### src/rtl/dm_write_buffer.sv
// dm_write_buffer: posted-store FIFO with load bypass and req/ack memory drain/fetch
module dm_write_buffer #(
  parameter int DEPTH  = 4,
  parameter int ADDR_W = 12,
  parameter int DATA_W = 32
) (
  input  logic              clk,
  input  logic              rst,
  input  logic              DM_enable,
  input  logic              DM_read,
  input  logic              DM_write,
  input  logic [ADDR_W-1:0] DM_address,
  input  logic [DATA_W-1:0] DM_in,
  output logic [DATA_W-1:0] DM_out,
  output logic              dm_stall,
  output logic              mem_req,
  output logic              mem_we,
  output logic [ADDR_W-1:0] mem_addr,
  output logic [DATA_W-1:0] mem_wdata,
  input  logic              mem_ack,
  input  logic [DATA_W-1:0] mem_rdata
);
  localparam int PW = $clog2(DEPTH);
  localparam int CW = PW + 1;
  typedef enum logic [1:0] {IDLE, DRAIN, READ, RDONE} state_t;
  state_t state, state_nx;
  logic [ADDR_W-1:0] buf_addr [DEPTH];
  logic [DATA_W-1:0] buf_data [DEPTH];
  logic [PW-1:0] head, tail;
  logic [CW-1:0] count;
  logic [DATA_W-1:0] rdata_q, hit_data;
  logic is_st, is_ld, full, push, pop, hit, miss;
  assign is_st = DM_enable & DM_write;
  assign is_ld = DM_enable & DM_read & ~DM_write;
  assign full = count == CW'(DEPTH);
  assign push = is_st & ~full;
  assign pop = (state == DRAIN) & mem_ack;
  assign miss = is_ld & ~hit;
  assign dm_stall = (is_st & full) | (miss & (state != RDONE));
  assign DM_out = state == RDONE ? rdata_q : hit ? hit_data : '0;
  // Walk oldest to newest so the last match wins.
  always_comb begin
    hit = 1'b0;
    hit_data = '0;
    for (int i = 0; i < DEPTH; i++) begin
      if (is_ld && CW'(i) < count && buf_addr[head + PW'(i)] == DM_address) begin
        hit = 1'b1;
        hit_data = buf_data[head + PW'(i)];
      end
    end
  end
  always_comb begin
    state_nx = state == IDLE  ? (miss ? READ : count != '0 ? DRAIN : IDLE)
             : state == RDONE ? IDLE
             : mem_ack        ? (state == READ ? RDONE : IDLE)
             : state;
  end
  always_ff @(posedge clk) begin
    if (push) begin
      buf_addr[tail] <= DM_address;
      buf_data[tail] <= DM_in;
    end
  end
  always_ff @(posedge clk or negedge rst) begin
    if (!rst) begin
      state     <= IDLE;
      head      <= '0;
      tail      <= '0;
      count     <= '0;
      rdata_q   <= '0;
      mem_req   <= 1'b0;
      mem_we    <= 1'b0;
      mem_addr  <= '0;
      mem_wdata <= '0;
    end else begin
      state <= state_nx;
      count <= count + CW'(push) - CW'(pop);
      if (push) tail <= tail + PW'(1);
      if (pop) head <= head + PW'(1);
      if (state == IDLE && state_nx != IDLE) begin
        mem_req   <= 1'b1;
        mem_we    <= state_nx == DRAIN;
        mem_addr  <= state_nx == DRAIN ? buf_addr[head] : DM_address;
        mem_wdata <= buf_data[head];
      end
      if ((state == DRAIN || state == READ) && mem_ack) begin
        mem_req <= 1'b0;
        mem_we  <= 1'b0;
      end
      if (state == READ && mem_ack) rdata_q <= mem_rdata;
    end
  end
endmodule
### config.mk
export PLATFORM = sky130hd
export DESIGN_NAME = dm_write_buffer
export DESIGN_NICKNAME = d
export VERILOG_FILES = /design/src/rtl/dm_write_buffer.sv
export SDC_FILE = /design/constraint.sdc
export NUM_CORES = 1
export LEC_CHECK = 0
export CORE_ASPECT_RATIO = 0.8
export CORE_MARGIN = 5
export CORE_UTILIZATION = 50
export DETAILED_ROUTE_END_ITERATION = 7
export PLACE_DENSITY = 0.79
export REMOVE_ABC_BUFFERS = 1
export SLEW_MARGIN = 20
export SYNTH_ARGS = -nofsm -noshare
export SYNTH_HDL_FRONTEND = slang
export SYNTH_SLANG_ARGS = --single-unit
### constraint.sdc
create_clock -name clk -period 3.21 [get_ports clk]
set_input_delay 0.4815 -clock clk [delete_from_list [all_inputs] [get_ports clk]]
set_output_delay 0.4815 -clock clk [all_outputs]
set_load 0.01 [all_outputs]
# Yosys cells after proc, flatten, opt, wreduce, memory -nomap -nowiden
# Memories as Yosys holds them, arrays and structs flattened.
# Cells that the tools add are included.
word_totals:
  reg_bits: 87
  latch_bits: 0
  ram_bits: 176
  romBits: 0
  in_bits: 82
  output_inout_bits: 79
  word_cells: 82
  n_memories: 2
memory_table:
  columns: ["name", "words", "word_bits", "rd", "rd_ports_with_merged_regs", "write_ports", "line", "source"]
  rows:
  - ["buf_data", 4, 32, 4, 0, 1, "28", "logic [DATA_W-1:0] buf_data [DEPTH];"]
  - ["buf_addr", 4, 12, 4, 0, 1, "27", "logic [ADDR_W-1:0] buf_addr [DEPTH];"]
classes:
  n_addsub: 6
  multipliers: 0
  div: 0
  order_cmp: 4
  eq_ne: 10
  shift: 0
  mux: 23
  bitwise_logic: 12
  reduce_logical: 16
op_table:
  columns: ["operator", "n"]
  rows:
  - ["two-way mux 32 bit", 6]
  - ["== test 12 bit", 4]
  - ["two-way mux 12 bit", 1]
  - ["logical AND 1 bit", 11]
  - ["two-way mux 1 bit", 11]
  - ["two-way mux 2 bit", 5]
  - ["bitwise AND 1 bit", 8]
  - ["< comparator 1 x 3 -> 1 bit (first input constant)", 2]
  - ["< comparator 2 x 3 -> 1 bit (first input constant)", 2]
  - ["adder 2 x 1 -> 2 bit (second input constant)", 2]
  - ["adder 2 bit (second input constant)", 2]
  - ["== test 2 x 1 -> 1 bit (second input constant)", 2]
  - ["== test 2 bit (second input constant)", 2]
  - ["nonzero test 2 bit", 2]
  - ["adder 3 x 1 -> 3 bit", 1]
  - ["== test 3 bit (second input constant)", 1]
  - ["inverter 1 bit", 3]
  - ["nonzero test 3 bit", 1]
  - ["subtractor 3 x 1 -> 3 bit", 1]
  - ["zero test 2 bit", 1]
  - ["!= test 2 bit (second input constant)", 1]
  - ["logical OR 1 bit", 1]
  - ["OR 1 bit", 1]

# Longest topological paths before layout
logic_depth:
  ltp_word: 16
  ltp_mapped: 13

# Worst setup path after synthesis
# OpenSTA, ideal clock, no wires.
synth_path:
  path_type: "register to output"
  startpoint: "reg head[1]"
  endpoint: "out DM_out[10]"
  arrival_ns: 2.815
  t_required_ns: 2.728
  setup_slack_ns: -0.087
  stages_incl_launch_ff: 10
  n_path_buf: 5
  path_cell_list: "dfrtp_1 > buf_2 > buf_6 > buf_2 > buf_2 > buf_1 > mux4_2 > and3_1 > o311ai_0 > a31oi_1"
synth_between:
  elab_chain_cells: 9
  word_cells_on_any_way: 23
  classes_between: "add/sub (3); eq/ne (4); mux (10); reduce/logical (4); memory (2)"
synth_rtl:
  columns: ["element", "line", "source"]
  rows:
  - ["start, declared", "29", "logic [PW-1:0] head, tail;"]
  - ["start signal, assigned", "79", "if (pop) head <= head + PW'(1);"]
  - ["adder 2 x 1 -> 2 bit / memory (4 x 12 bit) (equally long branches)", null, null]
  - ["memory (4 x 12 bit) / == test 12 bit (equally long branches)", null, null]
  - ["== test 12 bit / logical AND 1 bit (equally long branches)", "46", "if (is_ld && CW'(i) < count && buf_addr[head + PW'(i)] == DM_address) begin"]
  - ["logical AND 1 bit (tied with other cells)", "46", null]
  - ["two-way mux 32 bit / two-way mux 1 bit (equally long branches) (3 in series)", "46", null]
  - ["two-way mux 32 bit * (2 in series)", "40", "assign DM_out = state == RDONE ? rdata_q : hit ? hit_data : '0;"]
  - ["end, declared", "14", "output logic [DATA_W-1:0] DM_out,"]
# Mark *: on every way between the ends. The rest lies on a longest branch, timed or not.

# Worst setup path in the final report
layout_path:
  startpoint: "reg head[0]"
  endpoint: "out DM_out[30]"
# Same word-level chain as after synthesis.

==> metrics.cfg <==
[route]
vias_per_cell=6.13
top_layer_used=met5
remaining_drc_errors=0
antenna_left=0
wl_per_cell_um=23.4
met1_length_um=18000
drt_iter0_drc=995
dr.pass1.iters=5
drt-total-wl_um=42800
wl_met2_um=20200
num_vias=11213
met3_length_um=3390

[timing]
worstMarginPinSlew_ns=0.766
slew_headroom=0.489
setup_ws_ns=-1.08
hold_viol_final=27
setup_viol=78
skew_ns=0.0198
min_period_over_period=1.34
period_minus_slack_ns=4.29
rsz0062_at_grt=yes
maxSlewViolCount=0
fin_setup_tns_ns=-54.96
holdWs_ns=-0.0585
max_freq_ghz=0.233

[global_routing]
antenna_found_initial=4
grt_overflow=0
grt_start_max_net_pins=121
grt_first_pass_wirelength_um=65900
grt_pass1_vias=11437
grt_use_total=0.251

[logic_synthesis]
ys_types=53
yosys.area.top_type=edfxtp_1
synth_edf_count=176
netlist_area_um2=15000
yosys_warnings=0
synth.area.top_cells=edfxtp_1 (35%), dfrtp_1 (15%), mux4_2 (12%)
ys_seq_area_frac=0.498
synth_top_area_frac=0.353
syn_inst=1150
async_reset_ff_frac=0.331
synth_flop_cell=edfxtp_1
synth_area_per_cell_um2=13.0
ys_ff_latch=263

[setup_path]
crit_arrival_ns=3.81
criticalPathCategory=reg2out
worstPathRequired_ns=2.73
cp_max_fo=7
crit_path_start_kind=flip-flop
endpoint_kind=output port

[finish]
layout_common_cells=edfxtp_1 (176), buf_4 (130), clkdlybuf4s50_1 (126)
multi_input_area_um2=8030
seq_area_um2=7470
final_common_cell=edfxtp_1
final_cell_area_um2=20500
final_nets=1525
drive_gt1_frac=0.399
post-route-util=0.696
area.growth.synth_to_final_pct=36.7
fillCellCount=1916

[pwr]
switchingPower_mw=6.07
switching_share=0.347
p_int_mw=11.4
power_frac_seq=0.284
leakage_nw=7.83
pwr-share-comb=0.522
power.total_mw=17.5
powerDensity_nw_per_um2=854
max-vdd-ir-drop_mv=0.718
clock_power_share=0.194

[placement]
hpwl_um=26100
port_buffers=160
place_ws_ns=-1.12
gp_congestion=0.913
placed_area_um2=17800

[clock_network]
cts.clk_slew.worst_paths_ns=0.06
cts.sinks=263
cts_tree=done
cts_root_buf=clkbuf_16
cts-buffers-inserted=28
cts_buffer_depth=3
cts_max_level=1
clk_latency_ns=0.55

[die]
start_util=0.509
floorplan.core_area_um2=29400
dieArea_um2=33500
die_h_um=165
fp-row-count=56
die_x_um=204
io_pins=161

[status]
status=finished, violations left
failed_checks=hold timing, setup timing

[worst_hold_path]
min_path_type=in2async

[flow_run]
cap_violations=0

## metrics by stage
| step | cells | hold WS, ns |
|---|---|---|
| 3_5_place_dp | 1726 | 0.494 |
| 6_report | 1830 | -0.0585 |
| 2_1_floorplan | 1052 | 0.186 |
| 5_1_grt | 1830 | 0.00265 |
| 4_1_cts | 1827 | 0.143 |
| 3_3_place_gp | 1726 | 0.483 |
## cell families after synthesis
kind of cell / after synthesis / share of synthesized area
muxes: 267 / 0.256
DFF: 263 / 0.498
and+or+nand+nor: 261 / 0.0861
AOI/OAI and AO/OA: 165 / 0.0793
buffers and inverters: 127 / 0.0375
xor gates and xnor gates: 54 / 0.0316
adders and majority gates: 13 / 0.0114
## power by group through the flow
stage | Clock, mW | Combinational, mW | Sequential, mW
after CTS | 3.42 | 8.79 | 4.94
final | 3.39 | 9.14 | 4.97
after detailed placement | 0 | 7.59 | 5.01
after global placement | 0 | 7.42 | 4.96
after floorplan | 0 | 3.72 | 5.48
after global routing | 3.57 | 9.71 | 5.06
## cell usage after synthesis, types with 3 or more instances
cell,count
dfrtp_1,87
buf_6,7
nand2b_1,33
nand3_1,6
xor2_1,15
clkbuf_1,54
mux2i_1,85
nor4_1,3
ha_1,12
o21ai_0,36
buf_1,17
buf_2,17
xnor2_1,39
a211oi_1,32
nor2b_1,13
mux2_2,97
o311ai_0,31
nand4_1,4
a32oi_1,14
and3_1,33
buf_4,3
edfxtp_1,176
nor2_1,73
inv_1,28
a31oi_1,32
mux4_2,83
and2_1,6
nand2_1,76
a21oi_1,6
## layer usage
layer / vias to the layer above / GRT usage
met2: 478 / 0.410
met5: - / 0
met1: 5675 / 0.354
li1: 4961 / -
met3: 95 / 0.0432
met4: 4 / 0.0628
## area by class of cell
class | instances | area share
antenna | 1 | 0.000122
clock buffer | 37 | 0.0384
clock inverter | 15 | 0.00868
inverter | 29 | 0.00532
multi-input combinational | 761 | 0.392
sequential | 263 | 0.365
tap | 377 | 0.0230
timing repair buffer | 347 | 0.168
## registers in the layout, indices dropped and copies added, names as in the netlist
signal and cells:
tail 2, state 2, buf_data 128, mem_addr 12, mem_we 1, buf_addr 48
head 2, rdata_q 32, count 3, mem_wdata 32, mem_req 1
## what timing repair did
action	CTS	global route
endpoints found under the hold margin	0	0
hold buffers	0	0
buffers inserted	38	8
cloned	12	0
pin swaps	51	41
resized for setup	331	76
endpoints found under the setup margin	79	79
## critical path, cell delays in order (launching register included)
cell and delay (ns):
dfrtp_4 0.53, buf_12 0.16, buf_12 0.14, buf_8 0.13, mux2i_1 0.16, xnor2_1 0.13
nor4_2 0.45, a22o_2 0.35, nand2_8 0.12, buf_6 0.14, buf_12 0.13, buf_6 0.11
a211oi_4 0.17, o311ai_2 0.15, a31oi_1 0.22, buf_2 0.16
## path summary, 6_finish.rpt
| kind | startpoint | depth (start not counted) | end | slack (ns) |
|---|---|---|---|---|
| worst min-delay path | rst | 1 | rdata_q[17] | -0.06 |
| worst max register to register | head[0] | 17 | mem_wdata[23] | -0.55 |
| max in group asynchronous | rst | 2 | rdata_q[9] | 2.60 |
| worst max-delay path | head[0] | 15 | DM_out[30] | -1.08 |
| worst min register to register | rdata_q[8] | 1 | rdata_q[8] | 0.51 |
| min in group clk | rdata_q[8] | 1 | rdata_q[8] | 0.51 |
No activity file was read; power rests on OpenSTA's default activity.
